===== config.mk =====
export PLATFORM = sky130hd
export DESIGN_NAME = fir_seq
export DESIGN_NICKNAME = d
export VERILOG_FILES = /design/src/rtl/fir_seq.sv
export SDC_FILE = /design/constraint.sdc
export NUM_CORES = 2
export LEC_CHECK = 0
export BUFFER_PORTS_ARGS = -buffer_cell sky130_fd_sc_hd__buf_2
export CORE_MARGIN = 3
export CORE_UTILIZATION = 40
export CTS_CLUSTER_DIAMETER = 80
export DETAILED_ROUTE_END_ITERATION = 12
export PLACE_DENSITY = 0.57
export SLEW_MARGIN = 20
export SYNTH_ARGS = -nofsm -noshare
export SYNTH_HDL_FRONTEND = slang
export SYNTH_SLANG_ARGS = --single-unit
export TNS_END_PERCENT = 100

===== constraint.sdc =====
create_clock -name clock -period 15.6 [get_ports clock]
set_clock_uncertainty 0.1 [all_clocks]
set_input_delay 1.56 -clock clock [delete_from_list [all_inputs] [get_ports clock]]
set_output_delay 1.56 -clock clock [all_outputs]
set_load 0.01 [all_outputs]

===== src/rtl/fir_seq.sv =====
// Time-multiplexed signed N-tap FIR: one multiply-accumulate per clock, runtime-loadable
// coefficients, valid/ready on input and output, rounded and saturated Q1.(W-1) result.
module fir_seq #(
   parameter int N     = 16,
   parameter int W     = 16,
   parameter int AW    = $clog2(N),
   parameter int ACC_W = 2*W + $clog2(N)
) (
   input  logic          clock,
   input  logic          reset_n,
   input  logic          in_valid,
   output logic          in_ready,
   input  logic [W-1:0]  in_data,
   output logic          out_valid,
   input  logic          out_ready,
   output logic [W-1:0]  out_data,
   output logic          out_sat,
   input  logic          coef_we,
   input  logic [AW-1:0] coef_addr,
   input  logic [W-1:0]  coef_data,
   output logic          busy
);

   typedef enum logic [1:0] {
      S_IDLE = 2'd0,
      S_RUN  = 2'd1,
      S_HOLD = 2'd2
   } state_t;

   // Half an output LSB for round-half-up, and the representable output range.
   localparam logic signed [ACC_W-1:0] RND_C   = {{(ACC_W-W+1){1'b0}}, 1'b1, {(W-2){1'b0}}};
   localparam logic signed [ACC_W-1:0] OUT_MAX = {{(ACC_W-W+1){1'b0}}, {(W-1){1'b1}}};
   localparam logic signed [ACC_W-1:0] OUT_MIN = {{(ACC_W-W+1){1'b1}}, {(W-1){1'b0}}};

   state_t                   state_q, state_d;
   logic signed [W-1:0]      x_q [N];
   logic signed [W-1:0]      x_d [N];
   logic signed [W-1:0]      c_q [N];
   logic signed [W-1:0]      c_d [N];
   logic signed [ACC_W-1:0]  acc_q, acc_d;
   logic [AW-1:0]            idx_q, idx_d;
   logic [W-1:0]             out_data_q, out_data_d;
   logic                     out_sat_q, out_sat_d;

   logic                     accept_s;
   logic                     last_s;
   logic                     coef_ok_s;
   logic [W-1:0]             tap_x_s;
   logic [W-1:0]             tap_c_s;
   logic [2*W-1:0]           prod_s;
   logic signed [ACC_W-1:0]  sum_s;
   logic signed [ACC_W-1:0]  rnd_sum_s;
   logic signed [ACC_W-1:0]  rnd_s;

   assign in_ready  = reset_n & ((state_q == S_IDLE) | ((state_q == S_HOLD) & out_ready));
   assign accept_s  = in_valid & in_ready;
   assign out_valid = (state_q == S_HOLD);
   assign busy      = (state_q == S_RUN);
   assign out_data  = out_data_q;
   assign out_sat   = out_sat_q;

   assign last_s    = (idx_q == AW'(N-1));
   assign coef_ok_s = coef_we & (state_q != S_RUN) & ({1'b0, coef_addr} < (AW+1)'(N));
   assign tap_x_s   = x_q[idx_q];
   assign tap_c_s   = c_q[idx_q];
   // Low 2W bits of the sign-extended product equal the exact signed W x W product.
   assign prod_s    = {{W{tap_x_s[W-1]}}, tap_x_s} * {{W{tap_c_s[W-1]}}, tap_c_s};
   assign sum_s     = acc_q + {{(ACC_W-2*W){prod_s[2*W-1]}}, prod_s};
   assign rnd_sum_s = sum_s + RND_C;
   assign rnd_s     = rnd_sum_s >>> (W-1);

   // Next-state, datapath and output-register loading.
   always_comb begin
      state_d    = state_q;
      x_d        = x_q;
      c_d        = c_q;
      acc_d      = acc_q;
      idx_d      = idx_q;
      out_data_d = out_data_q;
      out_sat_d  = out_sat_q;

      case (state_q)
         S_IDLE: begin
            if (accept_s) begin
               state_d = S_RUN;
            end else begin
               state_d = S_IDLE;
            end
         end
         S_RUN: begin
            acc_d = sum_s;
            idx_d = idx_q + 1'b1;
            if (last_s) begin
               state_d = S_HOLD;
               if (rnd_s > OUT_MAX) begin
                  out_data_d = {1'b0, {(W-1){1'b1}}};
                  out_sat_d  = 1'b1;
               end else if (rnd_s < OUT_MIN) begin
                  out_data_d = {1'b1, {(W-1){1'b0}}};
                  out_sat_d  = 1'b1;
               end else begin
                  out_data_d = rnd_s[W-1:0];
                  out_sat_d  = 1'b0;
               end
            end else begin
               state_d = S_RUN;
            end
         end
         S_HOLD: begin
            if (out_ready && in_valid) begin
               state_d = S_RUN;
            end else if (out_ready) begin
               state_d = S_IDLE;
            end else begin
               state_d = S_HOLD;
            end
         end
         default: begin
            state_d = S_IDLE;
         end
      endcase

      if (accept_s) begin
         for (int k = N-1; k > 0; k--) begin
            x_d[k] = x_q[k-1];
         end
         x_d[0] = in_data;
         acc_d  = '0;
         idx_d  = '0;
      end else begin
         x_d = x_q;
      end

      // Writes are accepted outside RUN, including on the accept edge itself.
      if (coef_ok_s) begin
         c_d[coef_addr] = coef_data;
      end else begin
         c_d = c_q;
      end
   end

   // State and datapath registers with synchronous active-low reset.
   always_ff @(posedge clock) begin
      if (!reset_n) begin
         state_q    <= S_IDLE;
         for (int k = 0; k < N; k++) begin
            x_q[k] <= '0;
            c_q[k] <= '0;
         end
         acc_q      <= '0;
         idx_q      <= '0;
         out_data_q <= '0;
         out_sat_q  <= 1'b0;
      end else begin
         state_q    <= state_d;
         x_q        <= x_d;
         c_q        <= c_d;
         acc_q      <= acc_d;
         idx_q      <= idx_d;
         out_data_q <= out_data_d;
         out_sat_q  <= out_sat_d;
      end
   end

endmodule

-- Word level (Yosys, flattened, before mapping)
Index checks and enable logic that the tools add are counted.
- input port bits: 41
- logic and storage cells: 81
- bits in registers: 571
- output and inout port bits: 20
- bitwise operators: 8
- multiply operators: 1
- equality and inequality tests: 4
- reduce and logical (&&, ||, !) cells: 5
- add/sub/neg operators: 3
- muxes and demuxes: 18
- $lt $le $gt $ge: 5
- operators with widths (operator ; count):
    $bwmux W256 ; 1
    $bmux W16 S4 ; 2
    $mux W16 ; 7
    $demux W16 S4 ; 1
    $add A36 B16 Y36 const B ; 1
    $add A36 B36 Y36 ; 1
    $mul A16 B16 Y32 ; 1
    $gt A21 B16 Y1 const B ; 1
    $lt A21 B16 Y1 const B ; 1
    $ge A5 B5 Y1 const B ; 2
    $not A4 Y5 ; 2
    $mux W2 ; 3
    $pmux W2 S3 ; 1
    $lt A5 B1 Y1 const B ; 1
    $add A4 B1 Y4 const B ; 1
    $and A1 B1 Y1 ; 4
    $eq A4 B4 Y1 const B ; 1
    $mux W1 ; 3
    $eq A2 B1 Y1 const B ; 1
    $eq A2 B2 Y1 const B ; 1
    $logic_and A1 B1 Y1 ; 2
    $logic_not A2 Y1 ; 1
    $ne A2 B1 Y1 const B ; 1
    $reduce_and A2 Y1 ; 1
    3 further kinds ; 3

-- Depth between registers and ports, before layout
- word-level depth: 10
- depth in mapped cells: 48
- gate-level depth less buffers: 42

-- Worst setup path after synthesis
OpenSTA, ideal clock, no wires.
- kind: reg-to-reg
- start point: register idx_q[0]
- end point: register out_data_q[10], in the netlist out_data[10]
- clock period less this slack: 11.938 ns
- required time: 15.378 ns
- library setup time: 0.122 ns
- stages on the path, launching flop included: 48
- buffers on the path: 8
- arrival: 11.716 ns
- path slack: 3.662 ns
- path through: dfxtp_1 clkbuf_1 buf_1 buf_1 buf_1 mux4_2 mux2i_1 nand2_1 o21ai_0 clkbuf_1 nor2_1 fa_1 inv_1 fa_1 fa_1 inv_1 fa_1 fa_1 [... 12 more ...] a21oi_1 xnor2_1 ha_1 clkbuf_1 nand2_1 o21ai_0 mux2_2 a311oi_1 o211ai_1 a2111o_1 or3_1 buf_6 nor4_4 a21oi_2 or2_4 o21ba_4 buf_6 a221o_1
- longest elaborated chain between the ends: 10
- elaborated cells on any way between the ends: 16
- classes of those cells: add/sub: 2; mul: 1; order compare: 2; eq/ne: 1; mux: 8; bitwise: 1; reduce/logical: 1
- ends and longest elaborated chain (item ; line ; text):
    start: declaration ; 41 ; logic [AW-1:0] idx_q, idx_d;
    start signal: assignment ; 159 ; idx_q <= idx_d;
    $not A4 Y5 (implied by the code) ; 64, 65 ;
    $bmux W16 S4 (on tied branches) ; 64, 65 ;
    $mux W16 (on tied branches) (2 in series) ; 64, 65 ;
    $mul A16 B16 Y32 ; 67 ; assign prod_s = {{W{tap_x_s[W-1]}}, tap_x_s} * {{W{tap_c_s[W-1]}}, tap_c_s};
    $add A36 B36 Y36 ; 68 ; assign sum_s = acc_q + {{(ACC_W-2*W){prod_s[2*W-1]}}, prod_s};
    $add A36 B16 Y36 ; 69 ; assign rnd_sum_s = sum_s + RND_C;
    $lt A21 B16 Y1 ; 98 ; end else if (rnd_s < OUT_MIN) begin
    $mux W16 ; 98 ;
    $mux W16 ; 95 ; if (rnd_s > OUT_MAX) begin
    end signal: assignment ; 160 ; out_data_q <= out_data_d;
    end: declaration ; 42 ; logic [W-1:0] out_data_q, out_data_d;
Parallel ways exist; a longest one is shown, timed or not. The select of a mux whose other input is x is not followed.
A chain may end at the register's enable or synchronous reset.

-- Final worst setup path
- start point: register idx_q[0]
- end point: register out_data_q[14], in the netlist out_data[14]
The elaborated chain is that of the path after synthesis.

==> results by group <==
Cells and area
  – Share of layout cells above drive strength 1: 0.0992
  – Commonest non-fill, non-tap cells in the layout: 1,250 x nand2_1, 567 x dfxtp_1, 339 x inv_1
  – # fillers: 8,899
  – Final net count: ~4,600
  – Antenna diodes: 0
  – Utilization after layout: 0.444
  – Final Non-Filler Cells: approximately 5,500
  – Area delta synth->final: 9.08%
  – Most common cell after layout, fill and taps aside: nand2_1

Global routing
  – First-pass GRT wire length: between 150 and 200 mm
  – Total grt overflow: 0
  – Initial antenna violation count: 1
  – Total global-route track usage: 0.209
  – Number of global-route vias before repair: around 28,000
  – Largest net degree at the start of global routing: 245

Logic synthesis
  – Post-Syn Area: about 37,000 sq um
  – Number of flops mapped to enable cells by yosys: 0
  – Fraction of registers with async set/reset: 0
  – Netlist cell types: 83
  – Mapped Cells: roughly 4,300
  – Ys Warns: 0
  – Syn Nets: ~4,800
  – Synth Flop Type: dfxtp_1
  – Mean Syn Cell Area: approximately 8.5 sq um
  – Seq/Total Area, Yosys: 0.309
  – Synth Register Bits: approximately 570

Critical path
  – Critical path endpoint category: flip-flop
  – Critical Path AT: approximately 13,000 ps
  – Critical path class: flip-flop to flip-flop
  – Capture point of the critical path: out_data[14]
  – Req. time, crit path: ~16,000 ps
  – CP startpoint: idx_q[0]
  – Setup crit start kind: flip-flop
  – Crit-path most repeated cell: fa_1
  – Reg2Reg Setup Slack: between 2000 and 3000 ps
  – Critical-path maximum fanout: 39
  – Max incr delay on CP: 900 ps
  – Worst Reg2Reg Path Length in Cells: 37
  – RR Startpoint: idx_q[0]
  – CP max stage cell: dfxtp_4
  – Reg2reg end: out_data[14]

Floorplan
  – FP Rows: 110
  – Initial Utilization: 0.407
  – Ports: 61
  – Die Width: 310 um
  – DIE HEIGHT: about 310 um
  – Total die area: 96,100 sq um
  – Core ar.: 90,800 sq um

Clock tree
  – Clk slew on worst S/H paths: 60 ps
  – TritonCTS clock tree: done
  – H-tree levels: 3
  – Sinks on the clock net: 571
  – CTS Hold Buffers Added: 0
  – Clk_lat worst skew: 640 ps
  – Cts bufs inserted: 69
  – Clock root cell: clkbuf_16
  – Post-cts resize count: 0
  – Post-CTS setup buffers: 0
  – Max Buffers Root-to-Sink: 3

Power
  – Pwr/cell area: between 80 and 90 nW/um^2
  – Leakage power: between 15 and 20 nW
  – Worst VDD drop: ~0.066 mV

Placed design
  – Cell Count Post-Placement: 5,328
  – Hpwl dp: between 60 and 70 mm
  – Port bufs: 60
  – Routability Congestion: roughly 0.90

STA
  – Fin. max-slew vios: 0
  – Final setup fails: 0
  – Unrepaired setup endpoints after global routing: no
  – Fmax achieved: a little under 80 MHz
  – Worst slew pin tran: between 1000 and 1500 ps
  – Slew HR: 0.223
  – Post-layout minimum cycle time: between 10,000 and 15,000 ps
  – Tcrit/Tclk final: 0.822
  – Fin. Hold Viols: 0
  – Total negative slack: 0 ps

Outcome
  – Outcome: complete, no violations

Drt
  – DRC Markers: 0
  – Routed wire length: 101 mm
  – Via Count: between 20,000 and 30,000
  – DR pass1 iterations: 7
  – DR WL/cell: 18.4 um
  – Via density: between 5 and 6
  – Routed Antenna Nets: 0
  – DR iter-0 viols: 2,312

Job
  – Count of max-cap constraint violations: 0

Min path
  – Hold Crit Class: flip-flop to flip-flop
-- cells in the mapped netlist, drive strengths merged (16+ instances only) --
library cell / instances / area [sq um]
nand2: 1251 / 4700
dfxtp: 571 / 11400
inv: 339 / 1270
nand3: 277 / 1390
fa: 263 / 5270
a21boi: 257 / 1930
clkbuf: 242 / 911
nor2: 234 / 878
mux4: 139 / 3130
ha: 120 / 1500
a21oi: 94 / 474
o21ai: 72 / 360
xnor2: 62 / 551
buf: 56 / 254
nor3: 33 / 165
mux2i: 23 / 230
mux2: 22 / 248
a21o: 20 / 150
o21a: 20 / 150
a211oi: 18 / 135
nand2b: 18 / 113
xor2: 18 / 158
nor2b: 16 / 100
-- worst max-delay path: cells and delay by family (launching register included) --
kind | cells | cell delay, ps
AO/OA/AOI/OAI | 13 | 3640
XOR/XNOR | 2 | 500
adder cells (fa/ha/maj) | 8 | 3990
buffers and inverters | 5 | 630
flip-flops | 1 | 900
multiplexers | 2 | 700
AND/OR/NAND/NOR | 7 | 2220
-- cell families after synthesis --
kind of cell | after synthesis | share of synthesized area
flops | 571 | 0.309
fa+ha+maj | 383 | 0.183
compound gates | 578 | 0.110
simple gates | 1914 | 0.215
buf+inv | 637 | 0.0659
xor+xnor | 80 | 0.0192
mux | 184 | 0.0976
-- how the worst min path moves through the flow --
stage	startpoint	to	cells past startpoint	slack (ps)
global route	x_q[186]	x_q[170]	2	360
floorplan	x_q[16]	x_q[0]	2	330
detailed placement	x_q[218]	x_q[202]	2	340
CTS	x_q[135]	x_q[119]	2	340
global placement	x_q[2]	x_q[2]	2	340
finish	x_q[180]	x_q[164]	2	340
-- report_power, final --
part           switching [W]  internal (W)  leakage (nW)  total (W)
registers          0.0000213       0.00148          4.61    0.00150
clock network       0.000670      0.000964          1.13    0.00163
logic               0.000219      0.000110          11.0   0.000329
-- per-stage QoR --
stage                     total power [W]  area, sq um  hold WS [ps]  setup WS [ps]
after detailed placement          0.00186        38000           342           2780
after global routing              0.00359        40300           365           1870
after floorplan                   0.00176        37000           328           3660
after CTS                         0.00350        40300           340           2740
after global placement            0.00186        38000           340           2890
final                             0.00346        40300           339           2780
-- sequential cells by signal (all words and copies together) (netlist names) --
register	cells
out_sat	1
idx_q	4
acc_q	36
state_q	2
x_q	256
c_q	256
out_data	16
-- layout make-up --
class / instances / area, sq um / share of cell area
Multi-Input combinational cell: 3139 / 23200 / 0.575
Tap cell: 1176 / 1470 / 0.0365
Inverter: 339 / 1270 / 0.0315
Timing Repair Buffer: 103 / 658 / 0.0163
Clock buffer: 99 / 1990 / 0.0494
Sequential cell: 571 / 11400 / 0.284
Clock inverter: 25 / 308 / 0.00763
-- per-layer routing --
layer | GRT usage | vias to the layer above | wire (um)
met5 | 0 | - | 0
met4 | 0.0609 | 0 | 2550
met3 | 0.0303 | 157 | 5560
met2 | 0.329 | 761 | 45200
met1 | 0.299 | 14000 | 47300
li1 | - | 14000 | -
(Power assumes the default switching activity.)
